## src/rtl/instruction_fetch_pkg.sv

```systemverilog
// Shared definitions for the instruction-fetch stage: FSM encoding, NOP word
// and the default reset PC.
package instruction_fetch_pkg;

    typedef enum logic [1:0] {
        IDLE = 2'd0,
        REQ  = 2'd1,
        HOLD = 2'd2
    } fetch_state_t;

    localparam logic [31:0] NOP_INSTR        = 32'h0000_0000;
    localparam logic [31:0] DEFAULT_RESET_PC = 32'h0000_0000;
    localparam logic [31:0] PC_STEP          = 32'd4;

    // Branch targets are forced onto a word boundary.
    function automatic logic [31:0] word_align(input logic [31:0] addr);
        return addr & ~32'h0000_0003;
    endfunction

endpackage

```

## src/rtl/instruction_fetch_if.sv

```systemverilog
// Instruction-memory request/response bus between fetch (master) and memory (slave).
interface instruction_fetch_if;
    logic        req;
    logic [31:0] addr;
    logic        ack;
    logic [31:0] rdata;

    modport master (output req, output addr, input ack, input rdata);
    modport slave  (input req, input addr, output ack, output rdata);
endinterface

```

## src/rtl/instruction_fetch_if_id_register.sv

```systemverilog
// IF/ID pipeline register: clear beats load, otherwise it holds.
module if_id_register
    import instruction_fetch_pkg::*;
(
    input  logic        clk,
    input  logic        reset,
    input  logic        load,
    input  logic        clear,
    input  logic [31:0] instr_in,
    input  logic [31:0] pc4_in,
    output logic [31:0] instruction,
    output logic [31:0] PCReg,
    output logic        validD
);

    logic [31:0] instr_reg;
    logic [31:0] pc4_reg;
    logic        valid_reg;

    // clear inserts a bubble and leaves the PC+4 field as it was.
    always_ff @(posedge clk) begin
        if (reset) begin
            instr_reg <= NOP_INSTR;
            pc4_reg   <= 32'h0;
            valid_reg <= 1'b0;
        end else if (clear) begin
            instr_reg <= NOP_INSTR;
            valid_reg <= 1'b0;
        end else if (load) begin
            instr_reg <= instr_in;
            pc4_reg   <= pc4_in;
            valid_reg <= 1'b1;
        end
    end

    assign instruction = instr_reg;
    assign PCReg       = pc4_reg;
    assign validD      = valid_reg;

endmodule

```

## src/rtl/instruction_fetch.sv

```systemverilog
// Fetch stage: PC, one-entry skid buffer for words acked during a stall,
// and the IDLE/REQ/HOLD request FSM feeding the IF/ID register.
module instruction_fetch
    import instruction_fetch_pkg::*;
#(
    parameter logic [31:0] RESET_PC = DEFAULT_RESET_PC
) (
    input  logic                       clk,
    input  logic                       reset,
    input  logic                       hazardDetected,
    input  logic                       PCSrcD,
    input  logic [31:0]                PCbranchD,
    instruction_fetch_if.master        imem,
    output logic [31:0]                instruction,
    output logic [31:0]                PCReg,
    output logic                       validD
);

    fetch_state_t state_reg, state_next;
    logic [31:0]  pc_reg, pc_next;
    logic [31:0]  skid_instr_reg, skid_instr_next;
    logic [31:0]  skid_pc4_reg, skid_pc4_next;
    logic         skid_valid_reg, skid_valid_next;

    logic         ifid_load;
    logic         ifid_clear;
    logic [31:0]  ifid_instr;
    logic [31:0]  ifid_pc4;
    logic [31:0]  pc_plus4;

    assign pc_plus4  = pc_reg + PC_STEP;
    assign imem.req  = (state_reg == REQ);
    assign imem.addr = pc_reg;

    always_comb begin
        state_next      = state_reg;
        pc_next         = pc_reg;
        skid_instr_next = skid_instr_reg;
        skid_pc4_next   = skid_pc4_reg;
        skid_valid_next = skid_valid_reg;
        ifid_load       = 1'b0;
        ifid_clear      = 1'b0;
        ifid_instr      = imem.rdata;
        ifid_pc4        = pc_plus4;

        if (PCSrcD) begin
            // Redirect wins over stall and discards any ack in this cycle.
            pc_next         = word_align(PCbranchD);
            ifid_clear      = 1'b1;
            skid_valid_next = 1'b0;
            state_next      = REQ;
        end else begin
            unique case (state_reg)
                IDLE: state_next = REQ;
                REQ: begin
                    if (imem.ack && !hazardDetected) begin
                        ifid_load = 1'b1;
                        pc_next   = pc_plus4;
                    end else if (imem.ack) begin
                        skid_instr_next = imem.rdata;
                        skid_pc4_next   = pc_plus4;
                        skid_valid_next = 1'b1;
                        pc_next         = pc_plus4;
                        state_next      = HOLD;
                    end else if (!hazardDetected) begin
                        ifid_clear = 1'b1;
                    end
                end
                HOLD: begin
                    if (!hazardDetected) begin
                        ifid_load       = 1'b1;
                        ifid_instr      = skid_instr_reg;
                        ifid_pc4        = skid_pc4_reg;
                        skid_valid_next = 1'b0;
                        state_next      = REQ;
                    end
                end
                default: state_next = IDLE;
            endcase
        end
    end

    always_ff @(posedge clk) begin
        if (reset) begin
            state_reg      <= IDLE;
            pc_reg         <= RESET_PC;
            skid_instr_reg <= NOP_INSTR;
            skid_pc4_reg   <= 32'h0;
            skid_valid_reg <= 1'b0;
        end else begin
            state_reg      <= state_next;
            pc_reg         <= pc_next;
            skid_instr_reg <= skid_instr_next;
            skid_pc4_reg   <= skid_pc4_next;
            skid_valid_reg <= skid_valid_next;
        end
    end

    if_id_register u_if_id (
        .clk         (clk),
        .reset       (reset),
        .load        (ifid_load),
        .clear       (ifid_clear),
        .instr_in    (ifid_instr),
        .pc4_in      (ifid_pc4),
        .instruction (instruction),
        .PCReg       (PCReg),
        .validD      (validD)
    );

endmodule

```

## src/flat_wrapper.sv

```systemverilog
// flat-port wrapper written by rule: the top's interface ports become plain ports
module instruction_fetch_flat import instruction_fetch_pkg::*;
#(
    parameter logic [31:0] RESET_PC = DEFAULT_RESET_PC
)
  (clk, reset, hazardDetected, PCSrcD, PCbranchD, instruction, PCReg, validD, imem_req, imem_addr, imem_ack, imem_rdata);
  instruction_fetch_if imem_i ();
  input  logic clk;
  input  logic reset;
  input  logic hazardDetected;
  input  logic PCSrcD;
  input  logic [31:0] PCbranchD;
  output logic [31:0] instruction;
  output logic [31:0] PCReg;
  output logic validD;
  output wire logic [$bits(imem_i.req)-1:0] imem_req;
  output wire logic [$bits(imem_i.addr)-1:0] imem_addr;
  input wire logic [$bits(imem_i.ack)-1:0] imem_ack;
  input wire logic [$bits(imem_i.rdata)-1:0] imem_rdata;
  assign imem_req = imem_i.req;
  assign imem_addr = imem_i.addr;
  assign imem_i.ack = imem_ack;
  assign imem_i.rdata = imem_rdata;
  instruction_fetch #(.RESET_PC(RESET_PC)) u_core (.clk(clk), .reset(reset), .hazardDetected(hazardDetected), .PCSrcD(PCSrcD), .PCbranchD(PCbranchD), .imem(imem_i), .instruction(instruction), .PCReg(PCReg), .validD(validD));
endmodule
```

## config.mk

```make
export PLATFORM = sky130hd
export DESIGN_NAME = instruction_fetch_flat
export DESIGN_NICKNAME = d
export VERILOG_FILES = /design/src/rtl/instruction_fetch_pkg.sv /design/src/rtl/instruction_fetch_if.sv /design/src/rtl/instruction_fetch_if_id_register.sv /design/src/rtl/instruction_fetch.sv /design/src/flat_wrapper.sv
export SDC_FILE = /design/constraint.sdc
export NUM_CORES = 1
export LEC_CHECK = 0
export CORE_ASPECT_RATIO = 1.75
export CORE_MARGIN = 1
export CORE_UTILIZATION = 25
export CTS_BUF_LIST = sky130_fd_sc_hd__clkbuf_8
export DETAILED_ROUTE_END_ITERATION = 7
export SLEW_MARGIN = 40
export SYNTH_ARGS = -nofsm -noshare
export SYNTH_HDL_FRONTEND = slang
export SYNTH_SLANG_ARGS = --single-unit
```

## constraint.sdc

```tcl
create_clock -name clk -period 2.1 [get_ports clk]
set_input_delay 0.42 -clock clk [delete_from_list [all_inputs] [get_ports clk]]
set_output_delay 0.42 -clock clk [all_outputs]
set_load 0.02 [all_outputs]
```

==> results of run 1 <==
[timing repair]
action,CTS,global route
setup endpoints to repair,4,18
setup buffers,0,0
resized for setup,6,17
pin swaps,0,1
[placed cells by master (no fill, tap or decap), types with 4 or more instances in the layout]
| master | instances |
|---|---|
| o22ai_1 | 17 |
| bufinv_16 | 7 |
| a31oi_1 | 4 |
| nor2_1 | 111 |
| xnor2_1 | 26 |
| dfxtp_2 | 9 |
| and3_1 | 23 |
| o21ai_0 | 6 |
| a311oi_1 | 33 |
| dfxtp_1 | 148 |
| a211o_1 | 4 |
| xor2_1 | 27 |
| nor3_2 | 10 |
| conb_1 | 4 |
| clkdlybuf4s50_1 | 152 |
| buf_12 | 10 |
| a211oi_1 | 42 |
| and4_1 | 4 |
| inv_1 | 10 |
| buf_4 | 74 |
| a21oi_1 | 73 |
| nor4_1 | 7 |
| nor4_2 | 4 |
| nor3_1 | 10 |
| ha_1 | 4 |
| or3_1 | 4 |
| nand3_1 | 21 |
| nand4_1 | 7 |
| nand2_1 | 171 |
| clkbuf_8 | 17 |
[final cells by class]
class                      count  area [um2]  share of cell area, %
inverter                       7        26.3                  0.257
tap                          373         467                   4.57
clock buffer                  17         234                   2.29
antenna                        1        2.50                 0.0245
clock inverter                14         251                   2.46
sequential                   157        3150                   30.9
timing repair buffer         245        2370                   23.3
multi-input combinational    646        3700                   36.3
[path summary, 6_finish.rpt]
kind,start,to,cells after the start
worst max-delay path,u_core.imem.addr[2],u_core.skid_pc4_reg[30],7
worst min-delay path,u_core.u_if_id.PCReg[4],u_core.u_if_id.PCReg[4],2
worst max register to register,u_core.imem.addr[2],u_core.skid_pc4_reg[30],7
worst min register to register,u_core.u_if_id.PCReg[4],u_core.u_if_id.PCReg[4],2
[worst register-to-register path, delay by kind of cell (launching register included)]
family / cells / cell delay [ps]
AOI/OAI and AO/OA: 1 / 330
buffers and inverters: 1 / 160
adders and majority gates: 1 / 180
and+or+nand+nor: 4 / 890
DFF: 1 / 340
[per-stage QoR]
step	TNS [ps]	hold WS, ps	area, um2	instances	setup WS (ps)
4_1_cts	0	447	10100	1459	1.76
5_1_grt	0	471	10200	1460	3.30
6_report	0	451	10200	1460	77.3
2_1_floorplan	0	437	7130	889	5.34
3_5_place_dp	-4710	445	9660	1428	-114
3_3_place_gp	-3190	441	9660	1428	-125
[layer usage]
metal | vias to the layer above | routed length (um) | GRT usage [%]
met3 | 28 | 888 | 2.71
met5 | - | 0 | 0
li1 | 3452 | - | -
met1 | 3111 | 8830 | 16.8
met2 | 177 | 11800 | 29.2
met4 | 0 | 527 | 7.25
[cells by family (layout without fill, tap and decap cells)]
group	count (synthesis)	in the layout	synth area share [%]
other cells	1	5	0.0529
fa+ha+maj	5	5	0.882
mux	2	2	0.282
flops	157	157	44.3
xor+xnor	53	53	6.55
compound gates	192	192	18.0
buf+inv	86	283	5.03
simple gates	390	390	24.9
[power by group]
part | switching [mW] | internal, mW
sequential | 0.0536 | 3.06
clock | 1.14 | 1.63
combinational | 0.429 | 0.386
total | 1.62 | 5.08
==> results.txt, run 1 <==
The weighted congestion reported at the end of routability-driven placement is 0.860. The number of nets at the end of the flow came out at 1148. The achievable frequency is 0.494 GHz.

The tree is rooted in a clkbuf_8. The transition time of the tightest slew-check pin is 571 ps. The later pin in the worst-skew pair is clocked with a latency of 470 ps. The number of global-route vias before repair is 6505. The post-route total power came out at 6.69 mW.

The total congestion overflow after global routing is 0. The worst pin sits at a relative slew slack of 61.9%. The post-detailed-route count of antenna-violating nets came out at 0. In this run the vertical extent of the chip is 225 um. Clock-pin slew was measured on the worst setup and hold paths at 90 ps. The slowest stage of the critical path belongs to the cell or4_4.

The detailed-route wire length came out at 22100 um. The cell count after synthesis came out at 886. The deepest clock path buffer count came out at 2. The core box area is 27900 um2. The detailed router's first-iteration violation count came out at 382. For the worst setup path, the data required time is 2450 ps. The via count normalized by instance count came out at 4.64. The first-pass GRT wire length came out at 34400 um. STA classifies the critical path endpoint as a register.

By count the netlist is led by nand2_1, dfxtp_1, nor2_1. The hold violation count in the final report is 0. The total number of yosys warnings came out at 0. The share of post-route cells with drive strength above 1 came out at 14.3%. For this design the top-level I/O count stands at 167. The layout-stage area growth over the synthesis result is 44.0%.

The worst register-to-register path has a setup slack of 80 ps. The number of enable-type register cells in the synthesized netlist came out at 0. The layout has 2836 filler cells. Broken down by cell family, the worst path's largest delay share belongs to simple AND/OR/NAND/NOR gates. The leakage power of the design came out at 3.64 nW. The TritonCTS buffer count came out at 17. The largest net degree at the start of global routing is 120. The critical path is of the reg2reg type. The critical path goes through ha_2 > nand3_1 > or4_4 > buf_6 > o31a_1 > nor3_2 > nor3_1. The post-route clock skew came out at 12.1 ps. The sum of buffers and inverters on the critical path is 1. The total number of clock tree sinks is 157. Of all nets on the critical path, the largest fanout is 6. Setup repair after global routing left no endpoint under its margin. The flow ran to the end, and the final reports show no timing, DRC or antenna violations. During placement, the flow inserted port buffers numbering 160.

The via count came out at 6768. After synthesis the netlist holds a flip-flop and latch count of 157. The detail-routed net length per standard cell came out at 15.1 um.

The number of antenna violations at the first check in global routing came out at 1. By area the synthesized netlist is led by dfxtp_1, nand2_1, nor2_1. Each instance of the synthesized netlist takes up on average 8.00 um2. Setup violations remaining at the end of the flow were counted as 0.

The count of H-tree levels built during CTS is 4. The maximum cell stage delay along the critical path came out at 560 ps. The worst setup path is launched from a register. Detailed placement ended at an HPWL of 16300 um. The total routing resource utilization after global routing came out at 15.7%. The total die area came out at 29100 um2. The TritonCTS clock tree is built.

The cell area after technology mapping came out at 7090 um2. The effective utilization at floorplan came out at 25.4%. The power density relative to cell area came out at 656 nW/um2.

The register area share after synthesis is 44.3%. Cells fill 36.6% of the core in the end. Row generation in the floorplan step produced 81 rows. After synthesis, the netlist uses 51 different library cells.

The number of maximum-capacitance violations is 0. In this run the worst hold path is classified as reg2reg. The first-pass detailed-route iteration total is 5. After synthesis, the largest area contributor takes up 44.3% of total cell area. In the post-synthesis netlist, the cell with the most instances is nand2_1. After detailed routing, the number of remaining DRC violations is 0. Counting flops with an async set or reset pin after synthesis yields a share of 0%. For the finished layout, the period the worst path requires is 2020 ps. The final critical path takes up 96.3% of the cycle.

The number of hold buffers added after CTS was 0. The max-slew violation total from the final report is 0. The largest area contributor in the synthesized netlist is dfxtp_1. Data on the critical path arrives at its endpoint at 2370 ps.

In this run the horizontal extent of the chip is 129 um. The peak supply drop came out at 382 uV. For this run, the leading register cell type out of synthesis is dfxtp_1.
Note: power is estimated with default switching activity, not from simulation.
==> inputs of run 2 (changes only) <==
==> constraint.sdc (replaced) <==
create_clock -name clk -period 2.4 [get_ports clk]
set_input_delay 0.48 -clock clk [delete_from_list [all_inputs] [get_ports clk]]
set_output_delay 0.48 -clock clk [all_outputs]
set_load 0.02 [all_outputs]
==> results.txt, run 2 (synthesis gave the netlist of run 1 again) <==
The run finished with clean final reports. The switching power total came out at 1.52 mW. The first-pass detailed-route iteration total is 4.

The leakage power of the design came out at 3.37 nW. The count of H-tree levels built during CTS came out at 4. Setup repair after global routing left no endpoint under its margin. The detail-routed net length per standard cell came out at 15.5 um.

Power comes to 5.66 mW. The number of antenna violations at the first check in global routing came out at 1. Of the total power, combinational logic draws 12.0%. The routed metal-1 wirelength is 8940 um. The total die area came out at 29100 um2. The total negative setup slack came out at 0 ps. The peak supply drop came out at 339 uV. The detailed route wirelength on metal2 is 11700 um. The largest net degree at the start of global routing came out at 120. The number of global-route vias before repair is 6500. The largest single stage delay on the critical path is 600 ps.

The first-pass GRT wire length is 35400 um. The layout-stage area growth over the synthesis result came out at 38.7%. In this run the worst hold path is classified as reg2reg. TritonCTS built the clock tree. Once layout is complete, the utilization of the core stands at 35.3%.

Setup violations remaining at the end of the flow were counted as 0. The endpoint class of the critical path is an output port. At the pin with the least slew margin, the transition time is 565 ps. The max-slew headroom at the worst pin came out at 62.3%.

The die width came out at 129 um. In this run the worst path has a maximum fanout of 4. The number of buffers added for setup after CTS came out at 0. The achievable frequency is 0.464 GHz. The proportion of power drawn by the clock network is 39.9%.

The endpoint required time on the critical path is 1920 ps. The post-detailed-route count of antenna-violating nets came out at 0. Walking the worst path, the cells encountered are buf_4 > clkdlybuf4s50_1. The post-route minimum period came out at 2150 ps. The sequential group share of total power came out at 48.1%. The kind of critical path is reg2out. The post-CTS resize count came out at 2. The detailed router's first-iteration violation count came out at 339. In this run the tool buffered the top-level ports with 160 buffer cells. The max-slew violation total from the final report came out at 0. In the detailed route, the total length drawn on met3 is 988 um. The internal power is 4.14 mW. In the routed layout, each cell is associated on average with a via count of 4.66. The data arrival time of the critical path is 1670 ps. The core box area is 27900 um2. The final cycle utilization of the critical path came out at 89.7%. Of the cells placed in the final design, the portion with a size suffix greater than 1 is 10.4%. STA classifies the critical path startpoint as a register. The effective utilization at floorplan is 25.4%.

The via count is 6657. The number of maximum-capacitance violations is 0. The routed design has 22200 um of wire. The cell at the root of the clock tree is clkbuf_8. The post-route clock skew is 8.91 ps. Leaving out fill and tap cells, the most frequent cells in the layout are nand2_1, clkdlybuf4s50_1, dfxtp_1. After detailed placement, the design holds a cell count of 1395. The proportion of total power due to net switching came out at 26.9%.

Among all stages on the critical path, the largest delay is contributed by clkdlybuf4s50_1. The I/O pin count is 167. Signal routing reaches up to met5. The number of standard cells in the layout, taps in and fillers out came out at 1428. The final routed DRC violation total came out at 0. The total number of clock tree sinks came out at 157. The deepest clock path buffer count came out at 2. Clock-pin slew was measured on the worst setup and hold paths at 90 ps. The leading cell type in the layout, fill and taps excluded is nand2_1. The HPWL after detailed placement is 15700 um. The count of hold-fix buffers inserted at cts is 0. The chip height is 225 um.

The number of nets at the end of the flow is 1115. The total congestion overflow after global routing came out at 0. The hold violation count in the final report came out at 0.

The clock latency of the later-clocked register in the worst-skew pair is 490 ps. The number of rows created at floorplan is 81. The weighted congestion reported at the end of routability-driven placement came out at 0.797. Global routing consumed, over all layers together, 16.0% of the routing resources. The power density relative to cell area is 575 nW/um2.

The TritonCTS buffer count came out at 17.
run 2: final timing paths:
path / start / cells past startpoint / end / slack (ps)
min: u_core.u_if_id.PCReg[4] / 2 / u_core.u_if_id.PCReg[4] / 450
max: u_core.imem.addr[4] / 2 / imem_addr[4] / 250
max reg2reg: u_core.imem.addr[12] / 5 / u_core.imem.addr[27] / 260
min reg2reg: u_core.u_if_id.PCReg[4] / 2 / u_core.u_if_id.PCReg[4] / 450
run 2: area by class of cell:
type                    instances  area [um2]
clock inverters                15         209
fillers                      2954       18000
flip-flops and latches        157        3140
clock buffers                  17         234
well taps                     373         467
repair buffers                212        2100
multi-input cells             646        3650
diodes                          1        2.50
inverters                       7        26.3
run 2: through the flow:
stage / instance area, um2 / setup slack (ps) / hold slack (ps)
2_1_floorplan: 7100 / 163 / 437
3_3_place_gp: 9380 / 101 / 442
3_5_place_dp: 9380 / 107 / 445
4_1_cts: 9820 / 115 / 459
5_1_grt: 9830 / 128 / 468
6_report: 9840 / 247 / 455
run 2: critical path, delay by kind of cell, from the launching register on:
| kind | cells | cell delay [ps] |
|---|---|---|
| buf+inv | 2 | 770 |
| flops | 1 | 410 |
run 2: power groups by stage:
| stage | registers [mW] | logic [mW] | clock network [mW] |
|---|---|---|---|
| floorplan | 2.84 | 0.274 | 0 |
| global placement | 2.78 | 0.681 | 0 |
| detailed placement | 2.78 | 0.685 | 0 |
| CTS | 2.72 | 0.689 | 2.34 |
| global route | 2.73 | 0.741 | 2.44 |
| finish | 2.72 | 0.680 | 2.26 |
run 2: routing by layer:
layer / up-vias / global-route usage [%]
met5: - / 0
met2: 166 / 29.3
met1: 3067 / 17.4
met3: 28 / 3.62
li1: 3394 / -
met4: 2 / 6.49
